**src/rtl/wshb_arb_pkg.sv**
```systemverilog
// wshb_arb_pkg: arbiter state encoding, default burst limit and counter width helper
package wshb_arb_pkg;
   typedef enum logic [1:0] {IDLE = 2'd0, GNT0 = 2'd1, GNT1 = 2'd2} arb_state_e;
   localparam int unsigned MAX_ACKS_DEF = 64;
   function automatic int unsigned cnt_width(input int unsigned n);
      return (n > 1) ? $clog2(n) : 1;
   endfunction
endpackage

```
**src/rtl/wshb_if.sv**
```systemverilog
// wshb_if: Wishbone B4 classic/registered-feedback bundle with master and slave views
interface wshb_if #(parameter int DW = 32, parameter int AW = 32);
   logic            cyc;
   logic            stb;
   logic            we;
   logic [AW-1:0]   adr;
   logic [DW-1:0]   dat_ms;
   logic [DW-1:0]   dat_sm;
   logic [DW/8-1:0] sel;
   logic [2:0]      cti;
   logic [1:0]      bte;
   logic            ack;
   logic            err;
   modport master (output cyc, stb, we, adr, dat_ms, sel, cti, bte, input dat_sm, ack, err);
   modport slave  (input cyc, stb, we, adr, dat_ms, sel, cti, bte, output dat_sm, ack, err);
endinterface

```
**src/rtl/wshb_arbiter.sv**
```systemverilog
// wshb_arbiter: two-requester round-robin Wishbone arbiter; optional ack burst limit under WSHB_ARB_BURST_LIMIT_EN
module wshb_arbiter
   import wshb_arb_pkg::*;
#(
   parameter int unsigned MAX_ACKS = MAX_ACKS_DEF
) (
   input  logic       clk,
   input  logic       rst,
   wshb_if.slave      wshb_ifs0,
   wshb_if.slave      wshb_ifs1,
   wshb_if.master     wshb_ifm,
   output logic [1:0] grant
);
   arb_state_e state_q, state_d;
   logic       ptr_q, ptr_d;
   logic       sel1, g0, g1, own_cyc, oth_cyc, lim_hit;

   assign sel1    = state_q == GNT1;
   assign g0      = !rst && state_q == GNT0;
   assign g1      = !rst && state_q == GNT1;
   assign own_cyc = sel1 ? wshb_ifs1.cyc : wshb_ifs0.cyc;
   assign oth_cyc = sel1 ? wshb_ifs0.cyc : wshb_ifs1.cyc;

   // next owner: idle picks by pointer, an owner leaves only on its own release or a burst-limit ack
   always_comb begin
      state_d = state_q;
      if (state_q == IDLE) begin
         if (wshb_ifs0.cyc && (!wshb_ifs1.cyc || ptr_q))
            state_d = GNT0;
         else if (wshb_ifs1.cyc)
            state_d = GNT1;
      end else if (!own_cyc || (lim_hit && oth_cyc)) begin
         state_d = !oth_cyc ? IDLE : sel1 ? GNT0 : GNT1;
      end
      ptr_d = (state_d == GNT1) ? 1'b1 : (state_d == GNT0) ? 1'b0 : ptr_q;
   end

   // state and last-granted pointer; pointer starts at 1 so requester 0 wins the first tie
   always_ff @(posedge clk) begin
      if (rst) begin
         state_q <= IDLE;
         ptr_q   <= 1'b1;
      end else begin
         state_q <= state_d;
         ptr_q   <= ptr_d;
      end
   end

`ifdef WSHB_ARB_BURST_LIMIT_EN
   localparam int unsigned    CW       = cnt_width(MAX_ACKS);
   localparam logic [CW-1:0]  CNT_LAST = CW'(MAX_ACKS - 1);
   logic [CW-1:0] cnt_q, cnt_d;

   assign lim_hit = wshb_ifm.ack && state_q != IDLE && cnt_q == CNT_LAST;

   // owner ack count: restarts on every grant change and saturates at the limit
   always_comb begin
      cnt_d = (state_d != state_q) ? '0
            : (wshb_ifm.ack && state_q != IDLE && cnt_q != CNT_LAST) ? cnt_q + 1'b1
            : cnt_q;
   end

   // ack counter register
   always_ff @(posedge clk) begin
      cnt_q <= rst ? '0 : cnt_d;
   end
`else
   logic unused_max_acks;
   assign lim_hit         = 1'b0;
   assign unused_max_acks = |MAX_ACKS;
`endif

   assign grant           = {state_q == GNT1, state_q == GNT0};
   assign wshb_ifm.cyc    = g1 ? wshb_ifs1.cyc : g0 && wshb_ifs0.cyc;
   assign wshb_ifm.stb    = g1 ? wshb_ifs1.stb : g0 && wshb_ifs0.stb;
   assign wshb_ifm.we     = sel1 ? wshb_ifs1.we     : wshb_ifs0.we;
   assign wshb_ifm.adr    = sel1 ? wshb_ifs1.adr    : wshb_ifs0.adr;
   assign wshb_ifm.dat_ms = sel1 ? wshb_ifs1.dat_ms : wshb_ifs0.dat_ms;
   assign wshb_ifm.sel    = sel1 ? wshb_ifs1.sel    : wshb_ifs0.sel;
   assign wshb_ifm.cti    = sel1 ? wshb_ifs1.cti    : wshb_ifs0.cti;
   assign wshb_ifm.bte    = sel1 ? wshb_ifs1.bte    : wshb_ifs0.bte;
   assign wshb_ifs0.ack   = g0 && wshb_ifm.ack;
   assign wshb_ifs0.err   = g0 && wshb_ifm.err;
   assign wshb_ifs1.ack   = g1 && wshb_ifm.ack;
   assign wshb_ifs1.err   = g1 && wshb_ifm.err;
   assign wshb_ifs0.dat_sm = wshb_ifm.dat_sm;
   assign wshb_ifs1.dat_sm = wshb_ifm.dat_sm;
endmodule

```
**src/flat_wrapper.sv**
```systemverilog
// flat-port wrapper written by rule: the top's interface ports become plain ports
module wshb_arbiter_flat import wshb_arb_pkg::*;
#(
   parameter int unsigned MAX_ACKS = MAX_ACKS_DEF
)
  (clk, rst, grant, wshb_ifs0_cyc, wshb_ifs0_stb, wshb_ifs0_we, wshb_ifs0_adr, wshb_ifs0_dat_ms, wshb_ifs0_sel, wshb_ifs0_cti, wshb_ifs0_bte, wshb_ifs0_dat_sm, wshb_ifs0_ack, wshb_ifs0_err, wshb_ifs1_cyc, wshb_ifs1_stb, wshb_ifs1_we, wshb_ifs1_adr, wshb_ifs1_dat_ms, wshb_ifs1_sel, wshb_ifs1_cti, wshb_ifs1_bte, wshb_ifs1_dat_sm, wshb_ifs1_ack, wshb_ifs1_err, wshb_ifm_cyc, wshb_ifm_stb, wshb_ifm_we, wshb_ifm_adr, wshb_ifm_dat_ms, wshb_ifm_sel, wshb_ifm_cti, wshb_ifm_bte, wshb_ifm_dat_sm, wshb_ifm_ack, wshb_ifm_err);
  wshb_if wshb_ifs0_i ();
  wshb_if wshb_ifs1_i ();
  wshb_if wshb_ifm_i ();
  input  logic clk;
  input  logic rst;
  output logic [1:0] grant;
  input wire logic [$bits(wshb_ifs0_i.cyc)-1:0] wshb_ifs0_cyc;
  input wire logic [$bits(wshb_ifs0_i.stb)-1:0] wshb_ifs0_stb;
  input wire logic [$bits(wshb_ifs0_i.we)-1:0] wshb_ifs0_we;
  input wire logic [$bits(wshb_ifs0_i.adr)-1:0] wshb_ifs0_adr;
  input wire logic [$bits(wshb_ifs0_i.dat_ms)-1:0] wshb_ifs0_dat_ms;
  input wire logic [$bits(wshb_ifs0_i.sel)-1:0] wshb_ifs0_sel;
  input wire logic [$bits(wshb_ifs0_i.cti)-1:0] wshb_ifs0_cti;
  input wire logic [$bits(wshb_ifs0_i.bte)-1:0] wshb_ifs0_bte;
  output wire logic [$bits(wshb_ifs0_i.dat_sm)-1:0] wshb_ifs0_dat_sm;
  output wire logic [$bits(wshb_ifs0_i.ack)-1:0] wshb_ifs0_ack;
  output wire logic [$bits(wshb_ifs0_i.err)-1:0] wshb_ifs0_err;
  input wire logic [$bits(wshb_ifs1_i.cyc)-1:0] wshb_ifs1_cyc;
  input wire logic [$bits(wshb_ifs1_i.stb)-1:0] wshb_ifs1_stb;
  input wire logic [$bits(wshb_ifs1_i.we)-1:0] wshb_ifs1_we;
  input wire logic [$bits(wshb_ifs1_i.adr)-1:0] wshb_ifs1_adr;
  input wire logic [$bits(wshb_ifs1_i.dat_ms)-1:0] wshb_ifs1_dat_ms;
  input wire logic [$bits(wshb_ifs1_i.sel)-1:0] wshb_ifs1_sel;
  input wire logic [$bits(wshb_ifs1_i.cti)-1:0] wshb_ifs1_cti;
  input wire logic [$bits(wshb_ifs1_i.bte)-1:0] wshb_ifs1_bte;
  output wire logic [$bits(wshb_ifs1_i.dat_sm)-1:0] wshb_ifs1_dat_sm;
  output wire logic [$bits(wshb_ifs1_i.ack)-1:0] wshb_ifs1_ack;
  output wire logic [$bits(wshb_ifs1_i.err)-1:0] wshb_ifs1_err;
  output wire logic [$bits(wshb_ifm_i.cyc)-1:0] wshb_ifm_cyc;
  output wire logic [$bits(wshb_ifm_i.stb)-1:0] wshb_ifm_stb;
  output wire logic [$bits(wshb_ifm_i.we)-1:0] wshb_ifm_we;
  output wire logic [$bits(wshb_ifm_i.adr)-1:0] wshb_ifm_adr;
  output wire logic [$bits(wshb_ifm_i.dat_ms)-1:0] wshb_ifm_dat_ms;
  output wire logic [$bits(wshb_ifm_i.sel)-1:0] wshb_ifm_sel;
  output wire logic [$bits(wshb_ifm_i.cti)-1:0] wshb_ifm_cti;
  output wire logic [$bits(wshb_ifm_i.bte)-1:0] wshb_ifm_bte;
  input wire logic [$bits(wshb_ifm_i.dat_sm)-1:0] wshb_ifm_dat_sm;
  input wire logic [$bits(wshb_ifm_i.ack)-1:0] wshb_ifm_ack;
  input wire logic [$bits(wshb_ifm_i.err)-1:0] wshb_ifm_err;
  assign wshb_ifs0_i.cyc = wshb_ifs0_cyc;
  assign wshb_ifs0_i.stb = wshb_ifs0_stb;
  assign wshb_ifs0_i.we = wshb_ifs0_we;
  assign wshb_ifs0_i.adr = wshb_ifs0_adr;
  assign wshb_ifs0_i.dat_ms = wshb_ifs0_dat_ms;
  assign wshb_ifs0_i.sel = wshb_ifs0_sel;
  assign wshb_ifs0_i.cti = wshb_ifs0_cti;
  assign wshb_ifs0_i.bte = wshb_ifs0_bte;
  assign wshb_ifs0_dat_sm = wshb_ifs0_i.dat_sm;
  assign wshb_ifs0_ack = wshb_ifs0_i.ack;
  assign wshb_ifs0_err = wshb_ifs0_i.err;
  assign wshb_ifs1_i.cyc = wshb_ifs1_cyc;
  assign wshb_ifs1_i.stb = wshb_ifs1_stb;
  assign wshb_ifs1_i.we = wshb_ifs1_we;
  assign wshb_ifs1_i.adr = wshb_ifs1_adr;
  assign wshb_ifs1_i.dat_ms = wshb_ifs1_dat_ms;
  assign wshb_ifs1_i.sel = wshb_ifs1_sel;
  assign wshb_ifs1_i.cti = wshb_ifs1_cti;
  assign wshb_ifs1_i.bte = wshb_ifs1_bte;
  assign wshb_ifs1_dat_sm = wshb_ifs1_i.dat_sm;
  assign wshb_ifs1_ack = wshb_ifs1_i.ack;
  assign wshb_ifs1_err = wshb_ifs1_i.err;
  assign wshb_ifm_cyc = wshb_ifm_i.cyc;
  assign wshb_ifm_stb = wshb_ifm_i.stb;
  assign wshb_ifm_we = wshb_ifm_i.we;
  assign wshb_ifm_adr = wshb_ifm_i.adr;
  assign wshb_ifm_dat_ms = wshb_ifm_i.dat_ms;
  assign wshb_ifm_sel = wshb_ifm_i.sel;
  assign wshb_ifm_cti = wshb_ifm_i.cti;
  assign wshb_ifm_bte = wshb_ifm_i.bte;
  assign wshb_ifm_i.dat_sm = wshb_ifm_dat_sm;
  assign wshb_ifm_i.ack = wshb_ifm_ack;
  assign wshb_ifm_i.err = wshb_ifm_err;
  wshb_arbiter #(.MAX_ACKS(MAX_ACKS)) u_core (.clk(clk), .rst(rst), .wshb_ifs0(wshb_ifs0_i), .wshb_ifs1(wshb_ifs1_i), .wshb_ifm(wshb_ifm_i), .grant(grant));
endmodule
```
**config.mk**
```make
export PLATFORM = sky130hd
export DESIGN_NAME = wshb_arbiter_flat
export DESIGN_NICKNAME = d
export VERILOG_FILES = /design/src/rtl/wshb_arb_pkg.sv /design/src/rtl/wshb_if.sv /design/src/rtl/wshb_arbiter.sv /design/src/flat_wrapper.sv
export SDC_FILE = /design/constraint.sdc
export NUM_CORES = 1
export LEC_CHECK = 0
export ABC_AREA = 1
export CAP_MARGIN = 25
export CORE_AREA = 2 2 130 132
export DETAILED_ROUTE_END_ITERATION = 6
export DIE_AREA = 0 0 132 134
export PLACE_DENSITY_LB_ADDON = 0.25
export SLEW_MARGIN = 25
export SYNTH_ARGS = -nofsm -noshare
export SYNTH_HDL_FRONTEND = slang
export SYNTH_SLANG_ARGS = --single-unit
```
**constraint.sdc**
```tcl
create_clock -name clk -period 1.45 [get_ports clk]
set_clock_uncertainty 0.15 [all_clocks]
set_input_delay 0.2175 -clock clk [delete_from_list [all_inputs] [get_ports clk]]
set_output_delay 0.2175 -clock clk [all_outputs]
set_load 0.1 [all_outputs]
```
* Word level (Yosys, flattened, before mapping) *
Index checks and enable logic that the tools add are counted.
W data, S select, Z words.

word-level totals
  latch bits = 0
  register bits = 3
  output and inout port bits = 146
  memory bits (writable) = 0
  logic and storage cells = 36
  input bits = 188
  ROM bits = 0
  memories kept = 0

cells by class
  add/subtract/negate cells = 0
  divide/modulo/power cells = 0
  shift-type cells = 0
  reductions and logical operators = 14
  bitwise operators = 0
  magnitude comparators = 0
  mux-type cells = 16
  equal/unequal tests = 4
  multiply operators = 0

operators with widths
  cell                  number
  $mux W32              2
  $mux W2               7
  $logic_and A1 B1 Y1   9
  $mux W1               5
  $eq A2 B1 Y1 const B  2
  $eq A2 B2 Y1 const B  2
  $mux W4               1
  $mux W3               1
  $logic_not A1 Y1      2
  $logic_not A2 Y1      1
  $reduce_or A2 Y1      1
  $logic_or A1 B1 Y1    1

* Depth between registers and ports, before layout *
  depth in word-level cells = 7
  depth in mapped cells = 7
  gate-level depth less buffers = 7

* Least setup slack after synthesis *
OpenSTA, ideal clock, no wires.

  kind = flip-flop to output port
  start = register u_core.state_q[0]
  end = output wshb_ifm_cyc
  data required time = 1,082 ps
  slack = -2,409 ps
  path buffers = 0
  arrival time = 3,492 ps
  cell stages (with the launch flop) = 5
  cells stage by stage = dfxtp_1 inv_2 nor2_1 nand2_1 o22ai_1

on the way
  cells in the longest elaborated chain, start to end = 4
  elaborated cells on any way between the ends = 6
  classes of those cells = eq/ne (2); mux (1); reduce/logical (3)

ends and longest elaborated chain
  element                 line                RTL
  start, declared         wshb_arbiter.sv:14  arb_state_e state_q, state_d;
  start signal, assigned  wshb_arbiter.sv:44  state_q <= state_d;
  $eq A2 B1 Y1            n/a
  via grant[0]            flat_wrapper.sv:12  output logic [1:0] grant;
  $logic_and A1 B1 Y1     wshb_arbiter.sv:19  assign g0 = !rst && state_q == GNT0;
  $logic_and A1 B1 Y1     wshb_arbiter.sv:74  assign wshb_ifm.cyc = g1 ? wshb_ifs1.cyc : g0 && wshb_ifs0.cyc;
  $mux W1                 wshb_arbiter.sv:74
  end, declared           flat_wrapper.sv:35  output wire logic [$bits(wshb_ifm_i.cyc)-1:0] wshb_ifm_cyc;

The timed path passes the listed nets, and every way through them passes these cells.

* Worst setup path after layout *
  start = register u_core.state_q[0]
  end = output wshb_ifm_dat_ms[4]

on the way
  cells in the longest elaborated chain, start to end = 2

ends and longest elaborated chain
  element        line                RTL
  $eq A2 B2 Y1   wshb_arbiter.sv:18  assign sel1 = state_q == GNT1;
  $mux W32       wshb_arbiter.sv:78  assign wshb_ifm.dat_ms = sel1 ? wshb_ifs1.dat_ms : wshb_ifs0.dat_ms;
  end, declared  flat_wrapper.sv:39  output wire logic [$bits(wshb_ifm_i.dat_ms)-1:0] wshb_ifm_dat_ms;

No other way between the ends.

==> results <==
## through the flow
stage / worst slack (ns) / instances / instance area, um2
floorplan: -0.6187 / 343 / 2633
detailed placement: -0.2966 / 730 / 5598
CTS: -0.3348 / 742 / 6036
finish: -0.3078 / 746 / 6274
global route: -0.3668 / 746 / 6274
global placement: -0.2793 / 730 / 5598
## per-layer routing
| layer | routed length [um] | vias up | global-route usage (%) |
|---|---|---|---|
| li1 | - | 1325 | - |
| met5 | 0 | - | 0 |
| met2 | 5486 | 142 | 20.69 |
| met3 | 823 | 5 | 2.834 |
| met4 | 31 | 0 | 1.510 |
| met1 | 3662 | 1201 | 12.07 |
## synth_stat cells
master	n	area [um2]
nand3b_1	1	7.510
nor2_1	7	26.28
a21boi_0	1	7.510
and2_1	1	6.260
nand3_1	4	20.02
inv_2	2	7.510
o22ai_1	1	6.260
buf_6	4	45.04
nand2_1	234	878.3
dfxtp_1	3	60.06
buf_2	5	25.02
nand2_2	1	6.260
a21oi_1	2	10.01
inv_1	5	18.77
buf_4	72	540.5
## cells by family (layout without fill, tap and decap cells)
group,Yosys count,count (layout),share of synthesized area (%)
DFF,3,3,3.606
and+or+nand+nor,248,248,56.73
buffers and inverters,88,271,38.24
AOI/OAI and AO/OA,4,4,1.428
## area by class of cell
class | count | area (um2)
Multi-Input combinational cell | 252 | 2226
Sequential cell | 3 | 65.06
Fill cell | 1612 | 10020
Clock buffer | 4 | 78.83
Timing Repair Buffer | 260 | 3587
Tap cell | 220 | 275.3
Inverter | 7 | 41.29
## cell usage in the layout (no fill, tap or decap), types with 4 or more instances in the layout
cell type / Yosys / final
buf_12: 0 / 87
buf_16: 0 / 4
buf_4: 72 / 6
buf_6: 4 / 5
clkbuf_16: 0 / 5
clkdlybuf4s50_1: 0 / 155
inv_1: 5 / 4
nand2_1: 234 / 90
nand2_2: 1 / 53
nand2_4: 0 / 50
nand2_8: 0 / 42
nor2_4: 0 / 5
## critical path: stages, from the launching register on
cell      delay (ns)
dfxtp_2         0.34
inv_4           0.05
nand2_8         0.09
clkinv_8        0.08
buf_12          0.14
buf_16          0.16
nand2_2         0.08
nand2_4         0.05
buf_12          0.16
## final timing paths
path | startpoint | end | slack (ns) | depth (start not counted)
setup / recovery | u_core.state_q[0]$_SDFF_PP0_ | wshb_ifm_dat_ms[4] | -0.31 | 8
hold / removal | wshb_ifm_dat_sm[0] | wshb_ifs1_dat_sm[0] | 0.29 | 0
setup reg to reg | u_core.state_q[0]$_SDFF_PP0_ | u_core.ptr_q$_SDFFE_PP1N_ | 0.12 | 8
hold reg to reg | u_core.ptr_q$_SDFFE_PP1N_ | u_core.ptr_q$_SDFFE_PP1N_ | 0.32 | 2
## flip-flops by register name (all words and copies together) (netlist names)
| signal | flops |
|---|---|
| u_core.state_q | 2 |
| u_core.ptr_q | 1 |
## power breakdown
part           leakage [nW]  switching (W)  internal, W
logic                  2.58        0.00265      0.00179
registers            0.0259      0.0000115    0.0000960
clock network        0.0382      0.0000766     0.000363
## what timing repair did
action                     CTS  global route
gates resized for setup     63            47
setup buffers                3             2
pin swaps                    3             8
cloned                       5             2
setup endpoints to repair   82            83
==> flow_summary.ini <==
[clock_network]
cts_tree = done
root_buffer = clkbuf_16
clockBufferDepth = 2
cts_hold_buf = 0
clock_sinks = 3
path_clk_slew_ns = 0.03
cts_buffers = 3
cts_htree_levels = 1
clock_latency_ns = 0.22

[cells_and_area]
finish.net_count = 715
syn2layout_area_growth_pct = 276.7
postLayoutCoreUtil_pct = 38.51
n_antenna_cell = 0
drive_gt1_share_pct = 50.57

[sta]
hold_violations = 0
timing.final.crit_share_pct = 121.2
finalSetupTns_ns = -21.89
slew_viol_final = 0
tightest_slew_ns = 0.2240
fmax_mhz = 568.9
slew_headroom_pct = 85.05
rsz0062_at_grt = yes
setup_viol = 82
period_minus_slack_ns = 1.758
whs_ns = 0.2851
setup_ws_ns = -0.3078

[run]
max_cap_viol_count = 0

[yosys]
synth-seq-area-share_pct = 3.606
yosys_warnings = 0
netlist_area_um2 = 1665
syn_avg_cell_area_um2 = 4.855
yosysUniqueCellTypes = 15
ys_ff_latch = 3
syn_inst = 343
syn_nets = 531

[floorplan]
dieArea_um2 = 17690
fp.dieW_um = 132
dieHeight_um = 134
initial_core_util_pct = 10.22
rows = 47
ioPinCount = 334
coreArea_um2 = 16290

[place]
gp_congestion = 0.7608
dp.final_hpwl_um = 7692
port_buffers = 237

[global_route]
grt_overflow = 0
grt_start_max_net_pins = 30
grt_use_total_pct = 10.75
grt_pass1_wl_um = 15320
first_global_vias = 2903
grt_antenna_before_repair = 0

[worst_setup_path]
cp_max_fo = 12
arrival_ns = 1.39
crit_path_start_kind = flop
crit_type = reg -> out
cp.required_ns = 1.08
critPathCaptureType = primary output

[power_and_ir_drop]
total_power_w = 0.004984
p_leak_nw = 2.647
vdd_drop_max_mv = 0.5011
pwr_density_cell_nw_per_um2 = 794.5

[detailed_routing]
ant_nets = 0
drt_drc_violations_left = 0
drtIter0Drc = 37
detail_route.wl_per_cell_um = 13.41
firstDrtPassIters = 4
via_count = 2673
routed_wl_um = 10000
viasPerCell = 3.583

[min_path]
hp-class = in -> out

[run_status]
status = complete, but fails checks
violations = setup timing
(Power assumes the default switching activity.)
